File: config.mk
export PLATFORM = sky130hd
export DESIGN_NAME = alu_writeback_stage
export DESIGN_NICKNAME = d
export VERILOG_FILES = /design/src/rtl/alu_writeback_stage_pkg.sv /design/src/rtl/alu_wb_fifo.sv /design/src/rtl/alu_writeback_stage.sv
export SDC_FILE = /design/constraint.sdc
export NUM_CORES = 1
export LEC_CHECK = 0
export CAP_MARGIN = 20
export CORE_MARGIN = 2
export CORE_UTILIZATION = 44
export CTS_BUF_LIST = sky130_fd_sc_hd__clkbuf_8 sky130_fd_sc_hd__clkbuf_16
export DETAILED_ROUTE_END_ITERATION = 12
export GPL_TIMING_DRIVEN = 0
export PLACE_DENSITY = 0.75
export SYNTH_ARGS = -nofsm -noshare
export SYNTH_HDL_FRONTEND = slang
export SYNTH_HIERARCHICAL = 1
export SYNTH_SLANG_ARGS = --single-unit
File: constraint.sdc
create_clock -name clk -period 2.7 [get_ports clk]
set_input_delay 0.81 -clock clk [delete_from_list [all_inputs] [get_ports clk]]
set_output_delay 0.81 -clock clk [all_outputs]
set_load 0.01 [all_outputs]
File: src/rtl/alu_writeback_stage_pkg.sv
// Shared definitions for the ALU writeback stage: flag bit positions and FIFO entry layout.
// Entry layout (MSB..LSB): {flags_we, rd_we, rd, flags, data}.
// Sticky subset helper: {nan, subnormal, inf, overflow}.
package alu_writeback_stage_pkg;

  // Status flag vector is {nan,subnormal,inf,cout,zero,negative,overflow}
  localparam int FLAGS_W  = 7;
  localparam int FLG_OVF  = 0;
  localparam int FLG_NEG  = 1;
  localparam int FLG_ZERO = 2;
  localparam int FLG_COUT = 3;
  localparam int FLG_INF  = 4;
  localparam int FLG_SUB  = 5;
  localparam int FLG_NAN  = 6;

  localparam int STICKY_W = 4;

  // Default datapath widths, matching the 16-bit ALU and a 16-entry register file
  localparam int DATA_W_DEF = 16;
  localparam int RD_W_DEF   = 4;

  // Entry field offsets; data occupies [data_w-1:0]
  function automatic int e_flags_lsb(input int data_w);
    return data_w;
  endfunction

  function automatic int e_rd_lsb(input int data_w);
    return data_w + FLAGS_W;
  endfunction

  function automatic int e_rd_we_bit(input int data_w, input int rd_w);
    return data_w + FLAGS_W + rd_w;
  endfunction

  function automatic int e_flags_we_bit(input int data_w, input int rd_w);
    return data_w + FLAGS_W + rd_w + 1;
  endfunction

  function automatic int entry_w(input int data_w, input int rd_w);
    return data_w + FLAGS_W + rd_w + 2;
  endfunction

  // Extract the accumulating subset of the flags
  function automatic logic [STICKY_W-1:0] sticky_bits(input logic [FLAGS_W-1:0] f);
    return {f[FLG_NAN], f[FLG_SUB], f[FLG_INF], f[FLG_OVF]};
  endfunction

endpackage

File: src/rtl/alu_wb_fifo.sv
// Generic DEPTH x WIDTH synchronous FIFO with occupancy count and full/empty flags.
// Latency: a pushed word is visible at rdata_o one edge after the push.
// Backpressure: push while full and pop while empty are ignored internally.
module alu_wb_fifo #(
  parameter int DEPTH = 2,
  parameter int WIDTH = 8
) (
  input  logic             clk,
  input  logic             rst_n,
  input  logic             push_i,
  input  logic [WIDTH-1:0] wdata_i,
  input  logic             pop_i,
  output logic [WIDTH-1:0] rdata_o,
  output logic             full_o,
  output logic             empty_o
);

  localparam int PTR_W = (DEPTH > 1) ? $clog2(DEPTH) : 1;
  localparam int CNT_W = PTR_W + 1;

  logic [WIDTH-1:0] mem_q [DEPTH];
  logic [PTR_W-1:0] wr_ptr_q, wr_ptr_d;
  logic [PTR_W-1:0] rd_ptr_q, rd_ptr_d;
  logic [CNT_W-1:0] count_q, count_d;
  logic             do_push;
  logic             do_pop;

  assign full_o  = (count_q == CNT_W'(DEPTH));
  assign empty_o = (count_q == '0);
  assign do_push = push_i & ~full_o;
  assign do_pop  = pop_i & ~empty_o;
  assign rdata_o = mem_q[rd_ptr_q];

  // Next-state pointers and count; pointers wrap naturally as DEPTH is a power of two
  always_comb begin
    wr_ptr_d = wr_ptr_q;
    rd_ptr_d = rd_ptr_q;
    count_d  = count_q;
    if (do_push) wr_ptr_d = wr_ptr_q + PTR_W'(1);
    if (do_pop)  rd_ptr_d = rd_ptr_q + PTR_W'(1);
    case ({do_push, do_pop})
      2'b10:   count_d = count_q + CNT_W'(1);
      2'b01:   count_d = count_q - CNT_W'(1);
      default: count_d = count_q;
    endcase
  end

  // Pointer and count registers; reset discards all stored entries
  always_ff @(posedge clk or negedge rst_n) begin
    if (!rst_n) begin
      wr_ptr_q <= '0;
      rd_ptr_q <= '0;
      count_q  <= '0;
    end else begin
      wr_ptr_q <= wr_ptr_d;
      rd_ptr_q <= rd_ptr_d;
      count_q  <= count_d;
    end
  end

  // Storage array; contents are only meaningful while count covers them, so no reset
  always_ff @(posedge clk) begin
    if (do_push) mem_q[wr_ptr_q] <= wdata_i;
  end

endmodule

File: src/rtl/alu_writeback_stage.sv
// ALU result/writeback stage: buffers results in a FIFO, retires to the register file, updates status.
// Latency: one edge from accepted push to wb_valid; no same-cycle bypass.
// Backpressure: in_ready is registered state (full/reset), never combinational from wb_ready.
// Optional feature macro: ALU_WB_STICKY_FLAGS_EN enables the sticky {nan,subnormal,inf,overflow} register.
module alu_writeback_stage
  import alu_writeback_stage_pkg::*;
#(
  parameter int DEPTH  = 2,
  parameter int RD_W   = RD_W_DEF,
  parameter int DATA_W = DATA_W_DEF
) (
  input  logic                clk,
  input  logic                rst_n,
  input  logic                in_valid,
  output logic                in_ready,
  input  logic [DATA_W-1:0]   in_r,
  input  logic [FLAGS_W-1:0]  in_flags,
  input  logic [RD_W-1:0]     in_rd,
  input  logic                in_rd_we,
  input  logic                in_flags_we,
  output logic                wb_valid,
  input  logic                wb_ready,
  output logic [DATA_W-1:0]   wb_data,
  output logic [RD_W-1:0]     wb_rd,
  output logic                wb_we,
  output logic [FLAGS_W-1:0]  status_flags,
  output logic [STICKY_W-1:0] sticky_flags,
  input  logic                sticky_clr
);

  localparam int FLAGS_LSB = e_flags_lsb(DATA_W);
  localparam int RD_LSB    = e_rd_lsb(DATA_W);
  localparam int RD_WE_BIT = e_rd_we_bit(DATA_W, RD_W);
  localparam int F_WE_BIT  = e_flags_we_bit(DATA_W, RD_W);
  localparam int ENTRY_W   = entry_w(DATA_W, RD_W);

  logic [ENTRY_W-1:0] in_entry;
  logic [ENTRY_W-1:0] head;
  logic               fifo_full;
  logic               fifo_empty;
  logic               push;
  logic               pop;

  logic [DATA_W-1:0]  head_data;
  logic [FLAGS_W-1:0] head_flags;
  logic [RD_W-1:0]    head_rd;
  logic               head_rd_we;
  logic               head_flags_we;

  // Holds in_ready low while reset is asserted and until the first edge after release
  logic               ready_arm_q;
  logic [FLAGS_W-1:0] status_q, status_d;

  assign in_entry = {in_flags_we, in_rd_we, in_rd, in_flags, in_r};

  assign head_data     = head[DATA_W-1:0];
  assign head_flags    = head[FLAGS_LSB +: FLAGS_W];
  assign head_rd       = head[RD_LSB +: RD_W];
  assign head_rd_we    = head[RD_WE_BIT];
  assign head_flags_we = head[F_WE_BIT];

  // Ready depends only on registered state: full refuses a push even when a pop coincides
  assign in_ready = ready_arm_q & ~fifo_full;
  assign wb_valid = ~fifo_empty;
  assign push     = in_valid & in_ready;
  assign pop      = wb_valid & wb_ready;

  // Head fields are forced to zero when nothing is queued so stale storage never leaks out
  assign wb_data = wb_valid ? head_data : '0;
  assign wb_rd   = wb_valid ? head_rd   : '0;
  assign wb_we   = wb_valid & head_rd_we;

  assign status_flags = status_q;

  alu_wb_fifo #(
    .DEPTH (DEPTH),
    .WIDTH (ENTRY_W)
  ) u_fifo (
    .clk     (clk),
    .rst_n   (rst_n),
    .push_i  (push),
    .wdata_i (in_entry),
    .pop_i   (pop),
    .rdata_o (head),
    .full_o  (fifo_full),
    .empty_o (fifo_empty)
  );

  // Arm the input handshake on the first edge after reset release
  always_ff @(posedge clk or negedge rst_n) begin
    if (!rst_n) ready_arm_q <= 1'b0;
    else        ready_arm_q <= 1'b1;
  end

  // Architectural flags follow the last retired flag-writing op
  always_comb begin
    status_d = status_q;
    if (pop && head_flags_we) status_d = head_flags;
  end

  // Status register
  always_ff @(posedge clk or negedge rst_n) begin
    if (!rst_n) status_q <= '0;
    else        status_q <= status_d;
  end

`ifdef ALU_WB_STICKY_FLAGS_EN
  logic [STICKY_W-1:0] sticky_q, sticky_d;

  // Every retire contributes; a clear wipes only history, not the bits retiring this cycle
  always_comb begin
    sticky_d = sticky_q;
    if (pop)             sticky_d = (sticky_clr ? '0 : sticky_q) | sticky_bits(head_flags);
    else if (sticky_clr) sticky_d = '0;
  end

  // Sticky register
  always_ff @(posedge clk or negedge rst_n) begin
    if (!rst_n) sticky_q <= '0;
    else        sticky_q <= sticky_d;
  end

  assign sticky_flags = sticky_q;
`else
  logic sticky_clr_unused;

  assign sticky_clr_unused = sticky_clr;
  assign sticky_flags      = '0;
`endif

endmodule

==> flow_summary.json <==
{
  "post-synth-top-count-cell": "edfxtp_1",
  "swShare_pct": 27.9,
  "fmax_mhz": 378,
  "antenna_cells": 0,
  "clock_skew_ns": 0.00686,
  "row_count": 29,
  "portBuffers": 62,
  "synth_top_area_share_pct": 62.1,
  "power.leakage_nw": 1.54,
  "endpoint_kind": "output port",
  "fin_crit_ns": 2.64,
  "clk_latency_ns": 0.34,
  "worst_pin_slew_ns": 0.905,
  "die-height_um": 83.8,
  "outcome": "finished, final reports clean",
  "syn_to_final_growth_pct": 39.0,
  "antenna_found_initial": 0,
  "cts-root-buf": "clkbuf_8",
  "crit_type": "flop to output port",
  "worst_ep_required_time_ns": 1.89,
  "grt_max_degree": 30,
  "synth_area_leaders": "edfxtp_1, mux2_2, dfrtp_1",
  "power_density_nw_per_um2": 1010,
  "synth-main-ff-cell": "edfxtp_1",
  "path_buf_inv": 2,
  "core-area_um2": 6240,
  "critical_path.max_fanout": 8,
  "slew-limit-headroom_pct": 39.5,
  "layout.cells.non_filler": 326,
  "holdCritPathClass": "flop to flop",
  "place_congestion": 0.705,
  "combinationalPowerShare_pct": 39.7,
  "cp_top_family": "buffers and inverters",
  "synthTopCellsByCount": "edfxtp_1, mux2_2, dfrtp_1, nor2b_1, and2b_1",
  "synth_fa_ha_area_share_pct": 0.446,
  "syn_avg_cell_area_um2": 17.9,
  "synth-xor-area-share_pct": 1.56,
  "ant_nets": 0,
  "drc": 0,
  "wl_per_cell_um": 14.6,
  "dieArea_um2": 7020,
  "cts_made_buffers": 9,
  "dp_cells": 300,
  "synth_top_family_by_area": "multiplexers",
  "seqPwrFrac_pct": 37.7,
  "wl_um": 4770,
  "clk_pin_slew_ns": 0.07,
  "io_pins": 68,
  "grt_overflow": 0,
  "whs_ns": 0.507,
  "yosys.area.top_type": "edfxtp_1",
  "crit_arrival_ns": 1.83,
  "synth_cell_type_count": 20,
  "track_usage_pct": 14.6,
  "hpwl_um": 3010,
  "nNetsFinal": 279,
  "max_cap_viol_count": 0,
  "synthCells": 157,
  "clock_sinks": 70,
  "slowest_delay_ns": 0.47,
  "clkPwrFrac_pct": 22.6,
  "slew_viol_final": 0,
  "grt_pass1_vias": 1599,
  "die_w_um": 83.8,
  "ys_seq_area_share_pct": 72.9,
  "post-route-period-util_pct": 98.0,
  "ctsHtreeMaxLevel": 3,
  "setup_viol": 0,
  "syn_area_um2": 2800,
  "cts_tree": "done",
  "drt_iter0_markers": 74,
  "viasPerCell": 4.69,
  "yosys_warnings": 6,
  "ir_worst_vdd_uv": 510,
  "async_reset_ff_share_pct": 17.1,
  "synth_edf_count": 58,
  "path_cells": "buf_6, mux2_2, nor2b_1, clkdlybuf4s50_1",
  "critPathLaunchType": "flop",
  "vias": 1530,
  "tns_ns": 0,
  "ctsLongestPathBuffers": 2,
  "start_util_pct": 44.9,
  "grt_pass1_wl_um": 7590,
  "first_pass_iters": 4,
  "p_sw_mw": 1.10,
  "layout-drive-gt1-share_pct": 31.7,
  "yosys.area_share.simple_pct": 7.99,
  "p_int_mw": 2.84,
  "slowest_stage": "clkdlybuf4s50_1",
  "final_hold_viol_count": 0,
  "synth_compound_area_share_pct": 0,
  "synth_mux_area_share_pct": 14.5,
  "synth-seq-cells": 70
}
-- worst register-to-register path, cell delays in order, from the launching register on --
cell,delay [ns]
dfrtp_1,0.46
nand2b_1,0.17
inv_1,0.05
nor2b_1,0.13
and2_1,0.16
nand2_1,0.13
nor2_4,0.71
-- path summary, 6_finish.rpt --
path | from | endpoint | slack [ns] | cells past startpoint
setup / recovery | u_fifo/rd_ptr_q | wb_data[0] | 0.06 | 4
hold / removal | status_flags[4] | status_flags[4] | 0.51 | 1
setup reg to reg | u_fifo/count_q[0] | u_fifo/mem_q[0][7] | 0.50 | 6
hold reg to reg | status_flags[4] | status_flags[4] | 0.51 | 1
max in group asynchronous | rst_n | u_fifo/rd_ptr_q | 1.44 | 1
min in group asynchronous | rst_n | u_fifo/count_q[1] | 0.84 | 1
-- cells in the final DEF (no fill, tap or decap) --
master	instances
nand3b_4	1
nand2_1	1
and3_1	1
buf_2	1
bufinv_16	2
nor2b_2	1
nor2b_1	12
buf_4	14
clkinv_2	2
clkbuf_8	10
dlygate4sd2_1	8
edfxtp_1	58
and2b_1	8
nor2_4	2
inv_1	2
buf_16	1
conb_1	5
buf_6	3
clkinv_1	1
nor2_1	1
ha_1	1
and2b_2	3
and2_1	1
dfrtp_2	1
dfrtp_1	11
clkdlybuf4s50_1	46
mux2_2	36
clkinvlp_4	2
xor2_1	2
nand2b_1	1
dlymetal6s2s_1	8
xnor2_1	3
-- through the flow --
stage          setup WS [ns]  util (%)  area (µm²)  power [mW]
3_3_place_gp           -1.19      56.6        3530        2.95
6_report              0.0552      62.4        3890        3.93
4_1_cts              0.00318      61.4        3830        3.93
5_1_grt             -0.00421      62.4        3890        4.15
2_1_floorplan        0.00782         -        2810        2.29
3_5_place_dp          -0.128      57.1        3570        2.98
-- cell families after synthesis --
family	after synthesis
buf+inv	11
simple gates	32
fa+ha+maj	1
xor+xnor	5
flops	70
mux	36
other cells	2
-- routing by layer --
metal  vias up  track usage [%]  share of wire, %  wire length (µm)
met5         -                0                 0                 0
met4         0             8.36               1.9                89
met3         9             4.35               5.5               263
met2        47             23.1                51              2420
met1       738             17.8                42              2000
li1        736                -                 -                 -
-- layout make-up --
| class | count | area, µm² |
|---|---|---|
| clock buffers | 9 | 124 |
| fillers | 494 | 2350 |
| well taps | 77 | 96.3 |
| repair buffers | 73 | 731 |
| clock inverters | 7 | 88.8 |
| multi-input cells | 79 | 719 |
| inverters | 2 | 7.51 |
| flip-flops and latches | 70 | 2040 |
| plain buffers | 9 | 85.1 |
-- registers in the layout, indices dropped and copies added, names as in the netlist --
name and cells:
u_fifo/mem_q 58, status_flags 7, u_fifo/count_q 2, ready_arm_q 1, u_fifo/rd_ptr_q 1, u_fifo/wr_ptr_q 1
-- power by group through the flow --
stage               clock, mW  combinational (mW)  sequential, mW
floorplan                   0               0.794            1.50
global placement            0                1.47            1.48
detailed placement          0                1.49            1.49
CTS                     0.910                1.54            1.48
global route            0.957                1.69            1.51
finish                  0.889                1.56            1.48
-- repair_timing --
action	4_1_cts	5_1_grt
pin swaps	1	0
gates cloned	0	1
gates resized for setup	18	10
endpoints found under the setup margin	22	13
setup buffers	4	5
endpoints found under the hold margin	0	0
hold buffers	0	0
Note: power is estimated with default switching activity, not from simulation.
